--- src/rtl/iiitb_brg_ctrl.sv ---
// ---------------------------------------------------------------------------
// iiitb_brg_ctrl
//
// Rate-change controller and round-robin arbiter for the iiitb_brg baud rate
// generator. Two requesters ask for a new rate select. A granted change waits
// until the downstream serial path is quiet. The controller then holds the
// generator in reset for RST_CYCLES clocks and drives the new select. The
// first clkout rising edge confirms lock, and the requester is then
// acknowledged.
// After reset release the same APPLY/LOCK sequence brings the generator up
// with DEFAULT_SEL. No requester is acknowledged for that sequence.
//
// Parameters:
//   RST_CYCLES   - clk cycles brg_reset is held high per change (1..255)
//   LOCK_TIMEOUT - max clk cycles spent in LOCK waiting for a clkout edge
//   DEFAULT_SEL  - rate select applied at startup
//
// Ports:
//   clk          in   system clock
//   reset        in   synchronous, active-low reset
//   req0/sel0    in   requester 0 level request (held until ack0) + select
//   req1/sel1    in   requester 1 level request (held until ack1) + select
//   busy_in      in   downstream frame in progress; defers new grants
//   brg_clkout   in   generator clkout, synchronous to clk
//   brg_reset    out  active-high reset to the generator
//   brg_sel      out  rate select to the generator
//   ack0/ack1    out  one-cycle completion pulses
//   locked       out  generator running at brg_sel, lock confirmed
//   err_timeout  out  sticky, last change failed to lock
//   chg_count    out  (BRG_CHG_CNT_EN only) saturating count of successful
//                     requested changes
//
// Optional feature macro: BRG_CHG_CNT_EN adds the chg_count output.
// ---------------------------------------------------------------------------
module iiitb_brg_ctrl #(
    parameter int unsigned RST_CYCLES   = 4,
    parameter int unsigned LOCK_TIMEOUT = 65535,
    parameter logic [1:0]  DEFAULT_SEL  = 2'b00
) (
    input  logic       clk,
    input  logic       reset,
    input  logic       req0,
    input  logic [1:0] sel0,
    input  logic       req1,
    input  logic [1:0] sel1,
    input  logic       busy_in,
    input  logic       brg_clkout,
    output logic       brg_reset,
    output logic [1:0] brg_sel,
    output logic       ack0,
    output logic       ack1,
    output logic       locked,
    output logic       err_timeout
`ifdef BRG_CHG_CNT_EN
    ,
    output logic [7:0] chg_count
`endif
);

    localparam logic [15:0] LP_RST_LAST = 16'(RST_CYCLES - 1);
    localparam logic [15:0] LP_TO_LAST  = 16'(LOCK_TIMEOUT - 1);

    typedef enum logic [1:0] {
        ST_IDLE  = 2'd0,
        ST_APPLY = 2'd1,
        ST_LOCK  = 2'd2,
        ST_DONE  = 2'd3
    } state_t;

    // Registered state and outputs
    state_t      r_state;
    logic [15:0] r_cnt;
    logic        r_brg_reset;
    logic [1:0]  r_brg_sel;
    logic        r_ack0;
    logic        r_ack1;
    logic        r_locked;
    logic        r_err;
    logic        r_rr_last;
    logic        r_clk_prev;
    logic        r_gnt_id;     // requester owning the change in flight
    logic        r_gnt_valid;  // 0 for the startup sequence (no ack)

    // Next-state values
    state_t      w_state;
    logic [15:0] w_cnt;
    logic        w_brg_reset;
    logic [1:0]  w_brg_sel;
    logic        w_ack0;
    logic        w_ack1;
    logic        w_locked;
    logic        w_err;
    logic        w_rr_last;
    logic        w_gnt_id;
    logic        w_gnt_valid;
    logic        w_pick;
    logic [1:0]  w_req_sel;
    logic        w_edge;
    logic        w_grant_ok;

    // The ack cycle is an IDLE cycle in which the acknowledged requester
    // still holds req high. Grants are suppressed in that cycle, so a stale
    // req is not re-served and an ack never coincides with another grant.
    assign w_edge     = brg_clkout & ~r_clk_prev;
    assign w_grant_ok = ~busy_in & (req0 | req1) & ~r_ack0 & ~r_ack1;

    always_comb begin
        w_state     = r_state;
        w_cnt       = r_cnt;
        w_brg_reset = r_brg_reset;
        w_brg_sel   = r_brg_sel;
        w_ack0      = 1'b0;
        w_ack1      = 1'b0;
        w_locked    = r_locked;
        w_err       = r_err;
        w_rr_last   = r_rr_last;
        w_gnt_id    = r_gnt_id;
        w_gnt_valid = r_gnt_valid;
        w_pick      = 1'b0;
        w_req_sel   = sel0;

        unique case (r_state)
            ST_IDLE: begin
                if (w_grant_ok) begin
                    // Tie goes to the requester not served last
                    if (req0 && req1) begin
                        w_pick = ~r_rr_last;
                    end else begin
                        w_pick = req1;
                    end
                    w_req_sel   = w_pick ? sel1 : sel0;
                    w_rr_last   = w_pick;
                    w_gnt_id    = w_pick;
                    w_gnt_valid = 1'b1;
                    w_err       = 1'b0;
                    if ((w_req_sel == r_brg_sel) && r_locked) begin
                        // Already running and locked at this rate
                        w_state = ST_DONE;
                    end else begin
                        w_brg_sel   = w_req_sel;
                        w_brg_reset = 1'b1;
                        w_locked    = 1'b0;
                        w_cnt       = '0;
                        w_state     = ST_APPLY;
                    end
                end
            end

            ST_APPLY: begin
                if (r_cnt == LP_RST_LAST) begin
                    w_brg_reset = 1'b0;
                    w_cnt       = '0;
                    w_state     = ST_LOCK;
                end else begin
                    w_cnt = r_cnt + 16'd1;
                end
            end

            ST_LOCK: begin
                // An edge on the timeout cycle still counts as lock
                if (w_edge) begin
                    w_locked = 1'b1;
                    w_state  = ST_DONE;
                end else if (r_cnt == LP_TO_LAST) begin
                    w_err   = 1'b1;
                    w_state = ST_DONE;
                end else begin
                    w_cnt = r_cnt + 16'd1;
                end
            end

            ST_DONE: begin
                if (r_gnt_valid) begin
                    w_ack0 = ~r_gnt_id;
                    w_ack1 = r_gnt_id;
                end
                w_gnt_valid = 1'b0;
                w_state     = ST_IDLE;
            end

            default: begin
                w_state = ST_IDLE;
            end
        endcase
    end

    always_ff @(posedge clk) begin
        if (!reset) begin
            r_state     <= ST_APPLY;
            r_cnt       <= '0;
            r_brg_reset <= 1'b1;
            r_brg_sel   <= DEFAULT_SEL;
            r_ack0      <= 1'b0;
            r_ack1      <= 1'b0;
            r_locked    <= 1'b0;
            r_err       <= 1'b0;
            r_rr_last   <= 1'b1;
            r_clk_prev  <= 1'b0;
            r_gnt_id    <= 1'b0;
            r_gnt_valid <= 1'b0;
        end else begin
            r_state     <= w_state;
            r_cnt       <= w_cnt;
            r_brg_reset <= w_brg_reset;
            r_brg_sel   <= w_brg_sel;
            r_ack0      <= w_ack0;
            r_ack1      <= w_ack1;
            r_locked    <= w_locked;
            r_err       <= w_err;
            r_rr_last   <= w_rr_last;
            r_clk_prev  <= brg_clkout;
            r_gnt_id    <= w_gnt_id;
            r_gnt_valid <= w_gnt_valid;
        end
    end

    assign brg_reset   = r_brg_reset;
    assign brg_sel     = r_brg_sel;
    assign ack0        = r_ack0;
    assign ack1        = r_ack1;
    assign locked      = r_locked;
    assign err_timeout = r_err;

`ifdef BRG_CHG_CNT_EN
    logic [7:0] r_chg_count;

    // DONE with lock held and a requester owning the change: covers locked
    // changes and fast acks, excludes timeouts and startup.
    always_ff @(posedge clk) begin
        if (!reset) begin
            r_chg_count <= '0;
        end else if ((r_state == ST_DONE) && r_gnt_valid && r_locked &&
                     (r_chg_count != 8'hFF)) begin
            r_chg_count <= r_chg_count + 8'd1;
        end
    end

    assign chg_count = r_chg_count;
`endif

endmodule

--- config.mk ---
export PLATFORM = sky130hd
export DESIGN_NAME = iiitb_brg_ctrl
export DESIGN_NICKNAME = d
export VERILOG_FILES = /design/src/rtl/iiitb_brg_ctrl.sv
export SDC_FILE = /design/constraint.sdc
export NUM_CORES = 1
export LEC_CHECK = 0
export ABC_AREA = 1
export CAP_MARGIN = 30
export CORE_ASPECT_RATIO = 0.8
export CORE_UTILIZATION = 50
export CTS_BUF_LIST = sky130_fd_sc_hd__clkbuf_8 sky130_fd_sc_hd__clkbuf_16
export DETAILED_ROUTE_END_ITERATION = 10
export HOLD_SLACK_MARGIN = 0.12
export PLACE_DENSITY = 0.79
export REMOVE_ABC_BUFFERS = 1
export SETUP_SLACK_MARGIN = 0.5
export SLEW_MARGIN = 20
export SYNTH_ARGS = -nofsm -noshare
export SYNTH_HDL_FRONTEND = slang
export SYNTH_SLANG_ARGS = --single-unit
--- constraint.sdc ---
create_clock -name clk -period 3 [get_ports clk]
set_input_delay 0.45 -clock clk [delete_from_list [all_inputs] [get_ports clk]]
set_output_delay 0.45 -clock clk [all_outputs]
set_load 0.01 [all_outputs]
==> flow_metrics.tcl <==
set metrics [dict create \
    outcome "finished clean" \
    dieWidth_um 71.8 \
    dr.pass1.iters 4 \
    clkSinkCount 29 \
    seq_area_frac_synth_pct 29.8 \
    root_buffer "clkbuf_8" \
    clk_pin_slew_ns 0.06 \
    areaGrowthSynthToFinish_pct 11.7 \
    grt_pass1_vias 1684 \
    clkPwrFrac_pct 22.3 \
    start_kind "register" \
    synth_top_family_by_area "simple AND/OR/NAND/NOR gates" \
    cp_max_fo 14 \
    ys_types 35 \
    required_ns 3.19 \
    postSynthAreaPerCell_um2 6.33 \
    comb_power_share_pct 44.9 \
    antenna_found_initial 0 \
    powerDensity_nw_per_um2 669 \
    cts_buffers 5 \
    regArea_um2 581 \
    hold_path_class "register to register" \
    synth_compound_area_share_pct 11.6 \
    finalWirelength_mm 4.65 \
    post-place-ws_ns 0.687 \
    setup_viol_count_final 0 \
    ys_top_cells_by_area "dfxtp_1 (30%), nand2_1 (15%), nor2_1 (9.4%), nand3_1 (9.0%), inv_1 (6.4%)" \
    critPathBufInv 3 \
    nets 337 \
    drc_errors 0 \
    crit_type "register to register" \
    muxShareOfSynthArea_pct 0 \
    worst_pin_slew_ns 0.424 \
    r2r_end "r_cnt[2]" \
    ys_seq_elements 29 \
    hold_start "r_gnt_id" \
    post_cts_buffers 0 \
    min_period_over_period_pct 74.9 \
    tritoncts "yes" \
    viasPerCell 5.33 \
    ir_worst_vdd_mv 0.486 \
    rsz0062_at_grt "no" \
    p_sw_uw 635 \
    synth-xor-area-share_pct 1.35 \
    cpPeakStageDelay_ns 0.43 \
    synth_fa_ha_area_share_pct 3.85 \
    worst-r2r-cell-count 11 \
    setup_tns_ns 0 \
    cts_resized 0 \
    drv_cap 0 \
    clockBufferDepth 2 \
    synth_simple_gate_area_share_pct 42.6 \
    synthCells 308 \
    multi_input_area_um2 1160 \
    yosysWarnings 0 \
    cp_cell_sequence "inv_1, ha_1, inv_1, nand2_1, nand3_1, nor2_4, nand2_4, inv_2, nand2_1, nand2_1, nor2_1" \
    start_util_pct 54.7 \
    syn_area_um2 1950 \
    clock_skew_ns 0.00773 \
    hold_buffers 0 \
    die_y_um 57.8 \
    htree_num_levels 2 \
    grt_overflow 0 \
    worst_setup_path_end_kind "register" \
    drt-initial-drc-count 208 \
    hold_end "ack0" \
    ios 17 \
    p_int_uw 821 \
    yosys.area.top_type_share_pct 29.8 \
    nFillCells 356 \
    setup_ws_ns 0.752 \
    dieArea_um2 4150 \
    fmax_mhz 445 \
    antennaDiodeCount 0 \
    r2r_slack_ns 0.75 \
    yosysTopAreaCell "dfxtp_1" \
    leakage_uw 0.000922 \
    hold_depth 1 \
    crit_path_frequent_cell "nand2_1" \
    portBuffers 16 \
    crit_family "simple AND/OR/NAND/NOR gates" \
    r2r_start "r_state[0]" \
    slew_headroom_pct 71.7 \
    switching_share_pct 43.6 \
    final.min_clock_period_ns 2.25 \
    grt_max_degree 21 \
    grt_pass1_wl_mm 7.94 \
    rows 19 \
    vias 1933 \
    drive_gt1_share_pct 6.85 \
    gp_congestion 0.925 \
    crit_arrival_ns 2.44 \
    dp_hpwl_mm 3.37 \
    power.share.sequential_pct 32.8 \
    slew_viol_final 0 \
    grt_use_total_pct 25.2 \
    ant_nets 0 \
    hold_viol 0 \
    core_um2 3570 \
    crit_slowest_cell "ha_1" \
    clock_latency_ns 0.29 \
    wl_per_cell_um 12.8 \
]
[stage by stage]
stage | hold slack (ns) | power, µW | util, % | cells | cell area (µm²)
after floorplan | 0.413 | 947 | - | 297 | 1870
after global placement | 0.432 | 1110 | 58.6 | 356 | 2090
after detailed placement | 0.428 | 1120 | 58.6 | 356 | 2090
after CTS | 0.441 | 1450 | 61.1 | 363 | 2180
after global routing | 0.468 | 1560 | 61.1 | 363 | 2180
final | 0.442 | 1460 | 61.1 | 363 | 2180
[synthesized netlist by cell type, drive strengths merged]
cell    number
nand3b       1
o21ai       12
o21bai       1
xor2         2
and3         1
nand2       83
nand4        2
nor3b        1
clkinv       1
nor2        53
a21oi       17
a31oi        1
buf          8
inv         34
nand3       36
xnor2        1
o211ai       6
dfxtp       29
or2          2
nor3         6
clkbuf       3
ha           6
a211oi       2
[power groups by stage]
stage	Clock (µW)	Sequential (µW)	Combinational, µW
finish	325	478	654
global route	346	483	728
global placement	0	485	627
floorplan	0	482	464
CTS	330	478	639
detailed placement	0	486	631
[cell type report]
| class | instances | share of cell area, % |
|---|---|---|
| clock buffers | 6 | 3.79 |
| repair buffers | 17 | 7.70 |
| multi-input cells | 233 | 53.2 |
| flip-flops and latches | 29 | 26.7 |
| well taps | 42 | 2.41 |
| clock inverters | 1 | 0.172 |
| inverters | 35 | 6.03 |
[worst max-delay path by stage]
stage | from | end | slack, ns | cells after the start
after floorplan | r_state[0] | r_cnt[2] | 1.21 | 11
after global placement | req1 | r_cnt[12] | 0.72 | 11
after detailed placement | req1 | r_cnt[2] | 0.69 | 11
after CTS | r_state[0] | r_cnt[2] | 0.83 | 11
after global routing | r_state[0] | r_cnt[12] | 0.60 | 11
final | r_state[0] | r_cnt[2] | 0.75 | 11
[layer usage]
metal	part of all wire [%]	routed length [µm]	up-vias	GRT usage [%]
met5	0	0	-	0
met4	1.5	72	0	9.24
met3	8.2	381	8	7.48
met2	37	1750	67	32.1
met1	53	2460	847	39.2
li1	-	-	1011	-
[state kept, by name (all words and copies together) (netlist names)]
name,flops
r_cnt,16
r_rr_last,1
ack1,1
r_clk_prev,1
locked,1
brg_sel,2
r_state,2
r_gnt_id,1
err_timeout,1
brg_reset,1
r_gnt_valid,1
ack0,1
[cells by family after synthesis]
group                      count (synthesis)
and+or+nand+nor                          185
AOI/OAI and AO/OA                         39
buffers and inverters                     46
xor gates and xnor gates                   3
DFF                                       29
adders and majority gates                  6
[cell usage in the layout (no fill, tap or decap), types with 5 or more instances in the layout]
| cell | Yosys | routed |
|---|---|---|
| dfxtp_1 | 29 | 29 |
| clkbuf_8 | 0 | 6 |
| ha_1 | 6 | 6 |
| o21ai_0 | 11 | 11 |
| nand3_1 | 35 | 35 |
| nand2_2 | 5 | 5 |
| o211ai_1 | 6 | 6 |
| nor3_1 | 5 | 5 |
| nor2_1 | 49 | 49 |
| nand2_1 | 77 | 77 |
| inv_1 | 33 | 34 |
| a21oi_1 | 15 | 15 |
| clkdlybuf4s50_1 | 0 | 16 |
No activity file was read; power rests on OpenSTA's default activity.
